--- src/rtl/csr_uart_tx_if.sv ---
// CSR bus bundle between the pipeline (master) and the transmit UART (slave).
interface csr_uart_tx_if;
   logic        read;
   logic [2:0]  modify;
   logic [31:0] wdata;
   logic [11:0] addr;
   logic [31:0] rdata;
   logic        valid;

   modport master (output read, modify, wdata, addr, input rdata, valid);
   modport slave  (input read, modify, wdata, addr, output rdata, valid);
endinterface

--- src/rtl/csr_uart_tx.sv ---
// CSR-mapped 8N1 transmit UART: writes queue bytes in a small FIFO, reads return TX status.
// Read data is zero when not addressed so it can be ORed into the shared CSR read bus.
module csr_uart_tx #(
   parameter logic [11:0] BASE_ADDR  = 12'hBC0,
   parameter int          DIVISOR    = 104,
   parameter int          DEPTH_LOG2 = 3
) (
   input  logic          clk,
   input  logic          rst,
   csr_uart_tx_if.slave  bus,
   output logic          tx,
   input  logic          AVOID_WARNING
);
   localparam int          DEPTH       = 2 ** DEPTH_LOG2;
   localparam logic [15:0] BAUD_RELOAD = 16'(DIVISOR - 1);

   typedef logic [DEPTH_LOG2:0] lvl_t;
   typedef enum logic [1:0] {S_IDLE, S_START, S_DATA, S_STOP} state_t;

   logic [11:0]           q_addr;
   logic                  hit;
   logic [7:0]            mem [DEPTH];
   logic [DEPTH_LOG2-1:0] wptr, rptr;
   lvl_t                  level;
   logic                  full, empty, overflow;
   logic                  push_req, push, pop, rd_hit;
   state_t                state, state_d;
   logic [15:0]           baud, baud_d;
   logic [2:0]            bit_idx, bit_idx_d;
   logic [7:0]            shreg, shreg_d;
   logic                  tx_d;
   logic                  unused_ok;

   function automatic logic [31:0] status_word(input logic idle, input logic is_full,
                                               input logic ovf, input lvl_t lvl);
      return {16'd0, 8'(lvl), 5'd0, ovf, is_full, idle};
   endfunction

   assign hit       = (q_addr == BASE_ADDR);
   assign full      = (level == lvl_t'(DEPTH));
   assign empty     = (level == '0);
   assign push_req  = (bus.modify == 3'd1) && hit;
   assign push      = push_req && !full;
   assign rd_hit    = bus.read && hit;
   assign pop       = (state == S_IDLE) && !empty;
   assign unused_ok = &{1'b0, AVOID_WARNING, bus.wdata[31:8]};

   always_ff @(posedge clk or posedge rst) begin
      if (rst) begin
         q_addr    <= '0;
         wptr      <= '0;
         rptr      <= '0;
         level     <= '0;
         overflow  <= 1'b0;
         bus.valid <= 1'b0;
         bus.rdata <= '0;
         state     <= S_IDLE;
         baud      <= '0;
         bit_idx   <= '0;
         tx        <= 1'b1;
      end else begin
         q_addr <= bus.addr;
         if (push) wptr <= wptr + 1'b1;
         if (pop)  rptr <= rptr + 1'b1;
         level <= level + lvl_t'(push) - lvl_t'(pop);
         // A dropped write in the same cycle as a status read keeps the sticky bit set.
         if (push_req && full) overflow <= 1'b1;
         else if (rd_hit)      overflow <= 1'b0;
         bus.valid <= rd_hit;
         bus.rdata <= rd_hit ? status_word(empty && (state == S_IDLE), full, overflow, level) : '0;
         state     <= state_d;
         baud      <= baud_d;
         bit_idx   <= bit_idx_d;
         tx        <= tx_d;
      end
   end

   always_ff @(posedge clk) begin
      if (push) mem[wptr] <= bus.wdata[7:0];
      shreg <= shreg_d;
   end

   // Next-state decode; tx is registered from the next state so it lines up with the FSM.
   always_comb begin
      state_d   = state;
      baud_d    = baud;
      bit_idx_d = bit_idx;
      shreg_d   = shreg;
      case (state)
         S_IDLE: begin
            if (!empty) begin
               shreg_d = mem[rptr];
               baud_d  = BAUD_RELOAD;
               state_d = S_START;
            end
         end
         S_START: begin
            if (baud == 16'd0) begin
               baud_d    = BAUD_RELOAD;
               bit_idx_d = 3'd0;
               state_d   = S_DATA;
            end else begin
               baud_d = baud - 16'd1;
            end
         end
         S_DATA: begin
            if (baud == 16'd0) begin
               baud_d    = BAUD_RELOAD;
               shreg_d   = {1'b0, shreg[7:1]};
               bit_idx_d = bit_idx + 3'd1;
               if (bit_idx == 3'd7) state_d = S_STOP;
            end else begin
               baud_d = baud - 16'd1;
            end
         end
         S_STOP: begin
            if (baud == 16'd0) state_d = S_IDLE;
            else               baud_d  = baud - 16'd1;
         end
         default: state_d = S_IDLE;
      endcase

      case (state_d)
         S_START: tx_d = 1'b0;
         S_DATA:  tx_d = shreg_d[0];
         default: tx_d = 1'b1;
      endcase
   end
endmodule

--- src/flat_wrapper.sv ---
// flat-port wrapper written by rule: the top's interface ports become plain ports
module csr_uart_tx_flat 
#(
   parameter logic [11:0] BASE_ADDR  = 12'hBC0,
   parameter int          DIVISOR    = 104,
   parameter int          DEPTH_LOG2 = 3
)
  (clk, rst, tx, AVOID_WARNING, bus_read, bus_modify, bus_wdata, bus_addr, bus_rdata, bus_valid);
  csr_uart_tx_if bus_i ();
  input  logic clk;
  input  logic rst;
  output logic tx;
  input  logic AVOID_WARNING;
  input wire logic [$bits(bus_i.read)-1:0] bus_read;
  input wire logic [$bits(bus_i.modify)-1:0] bus_modify;
  input wire logic [$bits(bus_i.wdata)-1:0] bus_wdata;
  input wire logic [$bits(bus_i.addr)-1:0] bus_addr;
  output wire logic [$bits(bus_i.rdata)-1:0] bus_rdata;
  output wire logic [$bits(bus_i.valid)-1:0] bus_valid;
  assign bus_i.read = bus_read;
  assign bus_i.modify = bus_modify;
  assign bus_i.wdata = bus_wdata;
  assign bus_i.addr = bus_addr;
  assign bus_rdata = bus_i.rdata;
  assign bus_valid = bus_i.valid;
  csr_uart_tx #(.BASE_ADDR(BASE_ADDR), .DIVISOR(DIVISOR), .DEPTH_LOG2(DEPTH_LOG2)) u_core (.clk(clk), .rst(rst), .bus(bus_i), .tx(tx), .AVOID_WARNING(AVOID_WARNING));
endmodule
--- config.mk ---
export PLATFORM = sky130hd
export DESIGN_NAME = csr_uart_tx_flat
export DESIGN_NICKNAME = d
export VERILOG_FILES = /design/src/rtl/csr_uart_tx_if.sv /design/src/rtl/csr_uart_tx.sv /design/src/flat_wrapper.sv
export SDC_FILE = /design/constraint.sdc
export NUM_CORES = 1
export LEC_CHECK = 0
export CORE_ASPECT_RATIO = 1.25
export CORE_MARGIN = 10
export CORE_UTILIZATION = 35
export CTS_BUF_LIST = sky130_fd_sc_hd__clkbuf_16
export DETAILED_ROUTE_END_ITERATION = 12
export GPL_TIMING_DRIVEN = 0
export PLACE_DENSITY = 0.65
export SYNTH_ARGS = -nofsm -noshare
export SYNTH_HDL_FRONTEND = slang
export SYNTH_SLANG_ARGS = --single-unit
--- constraint.sdc ---
create_clock -name clk -period 3.26 [get_ports clk]
set_clock_uncertainty 0.05 [all_clocks]
set_input_delay 0.489 -clock clk [delete_from_list [all_inputs] [get_ports clk]]
set_output_delay 0.489 -clock clk [all_outputs]
set_load 0.005 [all_outputs]
# Word level (Yosys, flattened, before mapping)
# Memories as Yosys holds them, arrays and structs flattened.
# Index checks and enable logic that the tools add are counted.
# classes
reduce_logical	18
muxes	22
add_sub_neg	6
eq_ne	13
# ops
cell	count
$mux 16	3
$pmux 16 s3	1
$logic_not 16->1	1
$mux 8	2
$pmux 8 s2	1
$sub 16x1->16 const B	1
$eq 12x12->1 const B	1
$mux 12	1
$mux 2	5
$add 3x1->3 const B	3
$pmux 2 s4	1
$eq 2x2->1 const B	3
$logic_and 1x1->1	6
$mux 3	2
$pmux 3 s2	1
$reduce_and 3->1	2
$reduce_bool 2->1	3
$add 4x1->4	1
$eq 2x1->1 const B	2
$eq 4x4->1 const B	1
$logic_not 4->1	1
$mux 1	4
$ne 2x1->1 const B	2
$ne 2x2->1 const B	2
other kinds (8)	9
# totals
out_inout_bits	34
n_memories	1
input_bits	51
word_cells	73
mem_bits_rw	64
ff_bits	86
# mem_list
name	words	width	read_ports	rd_ports_with_merged_regs	write_ports	line	text
u_core.mem	8	8	1	0	1	csr_uart_tx.sv:22	logic [7:0] mem [DEPTH];

# Logic depth before layout (Yosys ltp)
# logic_depth
word_depth	6
depth_mapped	11
depth_no_buf	11

# Worst setup path before layout
# No wires, ideal clock.
# synth_timing
kind	flip-flop to flip-flop
startpoint	register u_core.q_addr[1]
endpoint	memory u_core.mem[0][0], enable pin
arrival_time_ps	2277
path_slack_ps	549
required_time_ps	2827
setup_ps	383
path_stages_with_launch	7
path_cell_list	dfrtp_1 or4_1 nor3_2 nand3_1 a21oi_2 nand2b_1 nor3_1
# synth_via
elab_chain_cells	5
# synth_rtl
item	line	text
start: declaration	csr_uart_tx.sv:20	logic [11:0] q_addr;
start signal: assignment	csr_uart_tx.sv:62	q_addr <= bus.addr;
$eq 12x12->1	csr_uart_tx.sv:39	assign hit = (q_addr == BASE_ADDR);
$logic_and 1x1->1	csr_uart_tx.sv:42	assign push_req = (bus.modify == 3'd1) && hit;
$logic_and 1x1->1	csr_uart_tx.sv:43	assign push = push_req && !full;
named net u_core.push	csr_uart_tx.sv:26	logic push_req, push, pop, rd_hit;
$mux 1	csr_uart_tx.sv:79	if (push) mem[wptr] <= bus.wdata[7:0];
$mux 1 (not written as such)	csr_uart_tx.sv:79	
end: declaration	csr_uart_tx.sv:22	
# The timed path passes the listed nets, and every way through them passes these cells.

# Final worst setup path
# layout_timing
startpoint	register u_core.q_addr[1]
endpoint	memory u_core.mem[5][6], enable pin
# The elaborated chain is that of the path after synthesis.

==> metrics.md <==
| Metric | Value |
|---|---|
| Biggest cell delay along the critical path | `0.71 ns` |
| Core Util, Final | `44.4%` |
| Power per Cell Area | `526 nW/um^2` |
| Final antenna diode count | `0` |
| Req. time, crit path | `3.25 ns` |
| Number of routed nets with antenna violations | `0` |
| Clock root cell | `clkbuf_16` |
| Global-route wire length before repair | `17.0 mm` |
| Number of antenna violations at the first check in global routing | `0` |
| Number of clock sinks | `125` |
| Post-Synthesis Cells | `379` |
| Largest net degree at the start of global routing | `30` |
| Category of the worst setup path capture point | `flip-flop` |
| CP max FO | `8` |
| Overall global routing resource usage | `10.3%` |
| Number of synthesized flops with an enable pin | `71` |
| Result of the run | `finished, final reports clean` |
| Post-route clock period utilization | `96.2%` |
| GRT overflow | `0` |
| Sequential cell area | `3480 um^2` |
| Die W | `132 um` |
| Most common cell after layout, fill and taps aside | `edfxtp_1` |
| Cell types with the largest area share after synthesis | `edfxtp_1 (39%), dfrtp_1 (24%), mux4_2 (6.6%)` |
| Die Area | `21,000 um^2` |
| Depth of the worst register-to-register path | `6` |
| Hold Vio Cnt, Final | `0` |
| Number of rows created at floorplan | `50` |
| Multi-input gate area | `1780 um^2` |
| Clk buf depth | `2` |
| Count of pins on the block boundary | `85` |
| Tightest Pin Transition | `0.870 ns` |
| Final net count | `526` |
| Max Fclk | `319 MHz` |
| Total CTS buffers | `17` |
| Initial DRC count | `238` |
| Reported max-cap violation count | `0` |
| Fillcell total | `1,366` |
| Unrepaired setup endpoints after global routing | `true` |
| Total via count after detailed routing | `3,070` |
| Fraction of power spent switching nets | `21.0%` |
| Pre-antenna DRT Iters | `4` |
| Syn-to-layout area delta | `23.4%` |
| Slew Limit Fails | `0` |
| Combined area of all synthesized cells | `5450 um^2` |
| Worst min-delay path category | `in2async` |
| Crit path time final | `3.14 ns` |
| Most Crowded Layer GR | `met2` |
| Wirelength per Cell | `14.9 um` |
| Final WL | `10.1 mm` |
| Gp weighted congestion | `0.768` |
| Arrival @ worst endpoint | `3.12 ns` |
| Relative slew margins | `41.7%` |
| GR Util met3 | `3.81%` |
| Most frequent cells in the layout | `edfxtp_1 (71), dfrtp_1 (52), clkdlybuf4s50_1 (34), nand2_1 (27)` |
| Cell with the biggest individual delay on the critical path | `nor2_1` |
| Clock slew at reported path FFs | `0.05 ns` |
| Ys flop type | `edfxtp_1` |
| Nature of the critical path startpoint | `flip-flop` |
| Cell Int Power | `0.00279 W` |
| Count of yosys warnings during synthesis | `0` |
| Sequential power share | `48.0%` |
| Library cell with the largest summed area after synthesis | `edfxtp_1` |
| Clock insertion delay at the later pin of the skew report | `0.41 ns` |
| Residual DRC | `0` |
| Clock network power share | `48.6%` |
| Total Neg Setup Slack | `0 ns` |
| TritonCTS clock tree | `done` |
| Share of flip-flops with an asynchronous set or reset | `42.4%` |
| DR vias/cell | `4.53` |
| HPWL after detailed placement | `7.09 mm` |
| Number of synthesized register bits | `125` |
| Critical path start-end classification | `reg2reg` |
| Part of the total power dissipated in combinational logic | `3.4%` |
| Worst voltage drop across the vdd grid | `443 uV` |
| Final setup fails | `0` |
| GR Util met1 | `11.4%` |
| Distinct cells, synth | `56` |
| Std-Cell Core Area | `15,100 um^2` |
| Part of the Yosys area used for sequential elements | `63.8%` |
| Initial Utilization | `36.0%` |
| Leakage power of the design | `2.68 nW` |
| Fraction of final layout cells sized beyond drive strength 1 | `21.7%` |
| Area share of the leading cell type in the synthesized netlist | `39.1%` |
| Average cell area after synthesis | `14.4 um^2` |
| H-tree depth | `4` |
| Met2 demand-to-capacity share in global routing | `17.2%` |
| Vias in the first global route | `3,295` |
| Overall die height | `160 um` |
| Port buffer count | `34` |
| Sequence of cells on the critical path | `or4_1 > nor3_2 > nand3_1 > a21oi_2 > nand2_1 > nor2_1` |
| Net Switching | `0.000744 W` |
| Smallest hold slack | `0.393 ns` |
[flip-flops by register name, summed over array words and instances (netlist names)]
signal and count:
u_core.bus.rdata 7, u_core.tx 1, u_core.bus.valid 1, u_core.mem 64, u_core.state 2, u_core.bit_idx 3, u_core.wptr 3, u_core.overflow 1
u_core.shreg 8, u_core.rptr 3, u_core.baud 16, u_core.level 4, u_core.q_addr 12
[kinds of logic after synthesis]
logic type	after synthesis	share of synthesized area, %
flops	125	63.8
simple gates	100	9.78
buf+inv	52	5.51
fa+ha+maj	18	4.27
compound gates	39	4.93
mux	29	9.20
xor+xnor	15	2.41
other cells	1	0.0688
[power groups by stage]
| stage | Sequential [W] | Combinational, W | Clock, W |
|---|---|---|---|
| after floorplan | 0.00173 | 0.0000684 | 0 |
| after global placement | 0.00173 | 0.000113 | 0 |
| after detailed placement | 0.00173 | 0.000120 | 0 |
| after CTS | 0.00170 | 0.000120 | 0.00176 |
| after global routing | 0.00170 | 0.000137 | 0.00184 |
| final | 0.00170 | 0.000120 | 0.00172 |
[per-stage QoR]
stage | area (um^2) | std cells | total power (W) | setup WS [ns]
floorplan | 5540 | 403 | 0.00179 | 0.549
global placement | 6140 | 645 | 0.00184 | -0.280
detailed placement | 6170 | 646 | 0.00185 | -0.427
CTS | 6720 | 677 | 0.00358 | 0.0374
global route | 6730 | 677 | 0.00367 | -0.181
finish | 6730 | 677 | 0.00354 | 0.123
[worst paths after layout]
check | from | endpoint | slack [ns]
worst min register to register | u_core.bit_idx[1] | u_core.bit_idx[1] | 0.42
worst max-delay path | u_core.q_addr[1] | u_core.mem[5][6] | 0.12
max in group asynchronous | rst | u_core.tx | 2.16
worst min-delay path | rst | u_core.bus.rdata[0] | 0.39
worst max register to register | u_core.q_addr[1] | u_core.mem[5][6] | 0.12
min in group clk | u_core.bit_idx[1] | u_core.bit_idx[1] | 0.42
[layout make-up]
| type | count | share of cell area (%) |
|---|---|---|
| plain buffers | 34 | 3.46 |
| clock buffers | 17 | 6.33 |
| inverters | 18 | 1.00 |
| flip-flops and latches | 125 | 51.7 |
| clock inverters | 14 | 1.79 |
| repair buffers | 35 | 5.36 |
| well taps | 208 | 3.87 |
| multi-input cells | 226 | 26.5 |
[routing by layer]
| layer | wire [um] | up-vias | part of all wire (%) |
|---|---|---|---|
| met3 | 494 | 10 | 4.9 |
| met5 | 0 | - | 0 |
| li1 | - | 1481 | - |
| met1 | 4280 | 1504 | 42 |
| met4 | 133 | 0 | 1.3 |
| met2 | 5200 | 75 | 51 |
[cell usage after synthesis, drive strengths merged, types with 7 or more instances]
master   n
mux2i    7
ha      17
xor2     8
buf     30
xnor2    7
and3     7
mux4    16
a21oi    8
dfrtp   52
nand2   27
inv     18
o21ai   18
edfxtp  71
nor2    28
[what timing repair did]
action,in CTS,in global routing
endpoints found under the hold margin,0,0
hold buffers,0,0
pin swaps,0,0
resized for setup,1,3
buffers inserted,0,0
setup endpoints to repair,8,64
[critical path, delay by kind of cell, from the launching register on]
kind            cells  cell delay [ns]
simple gates        5             2.04
compound gates      1             0.32
flops               1             0.35
Power figures use the tool's default switching activity.
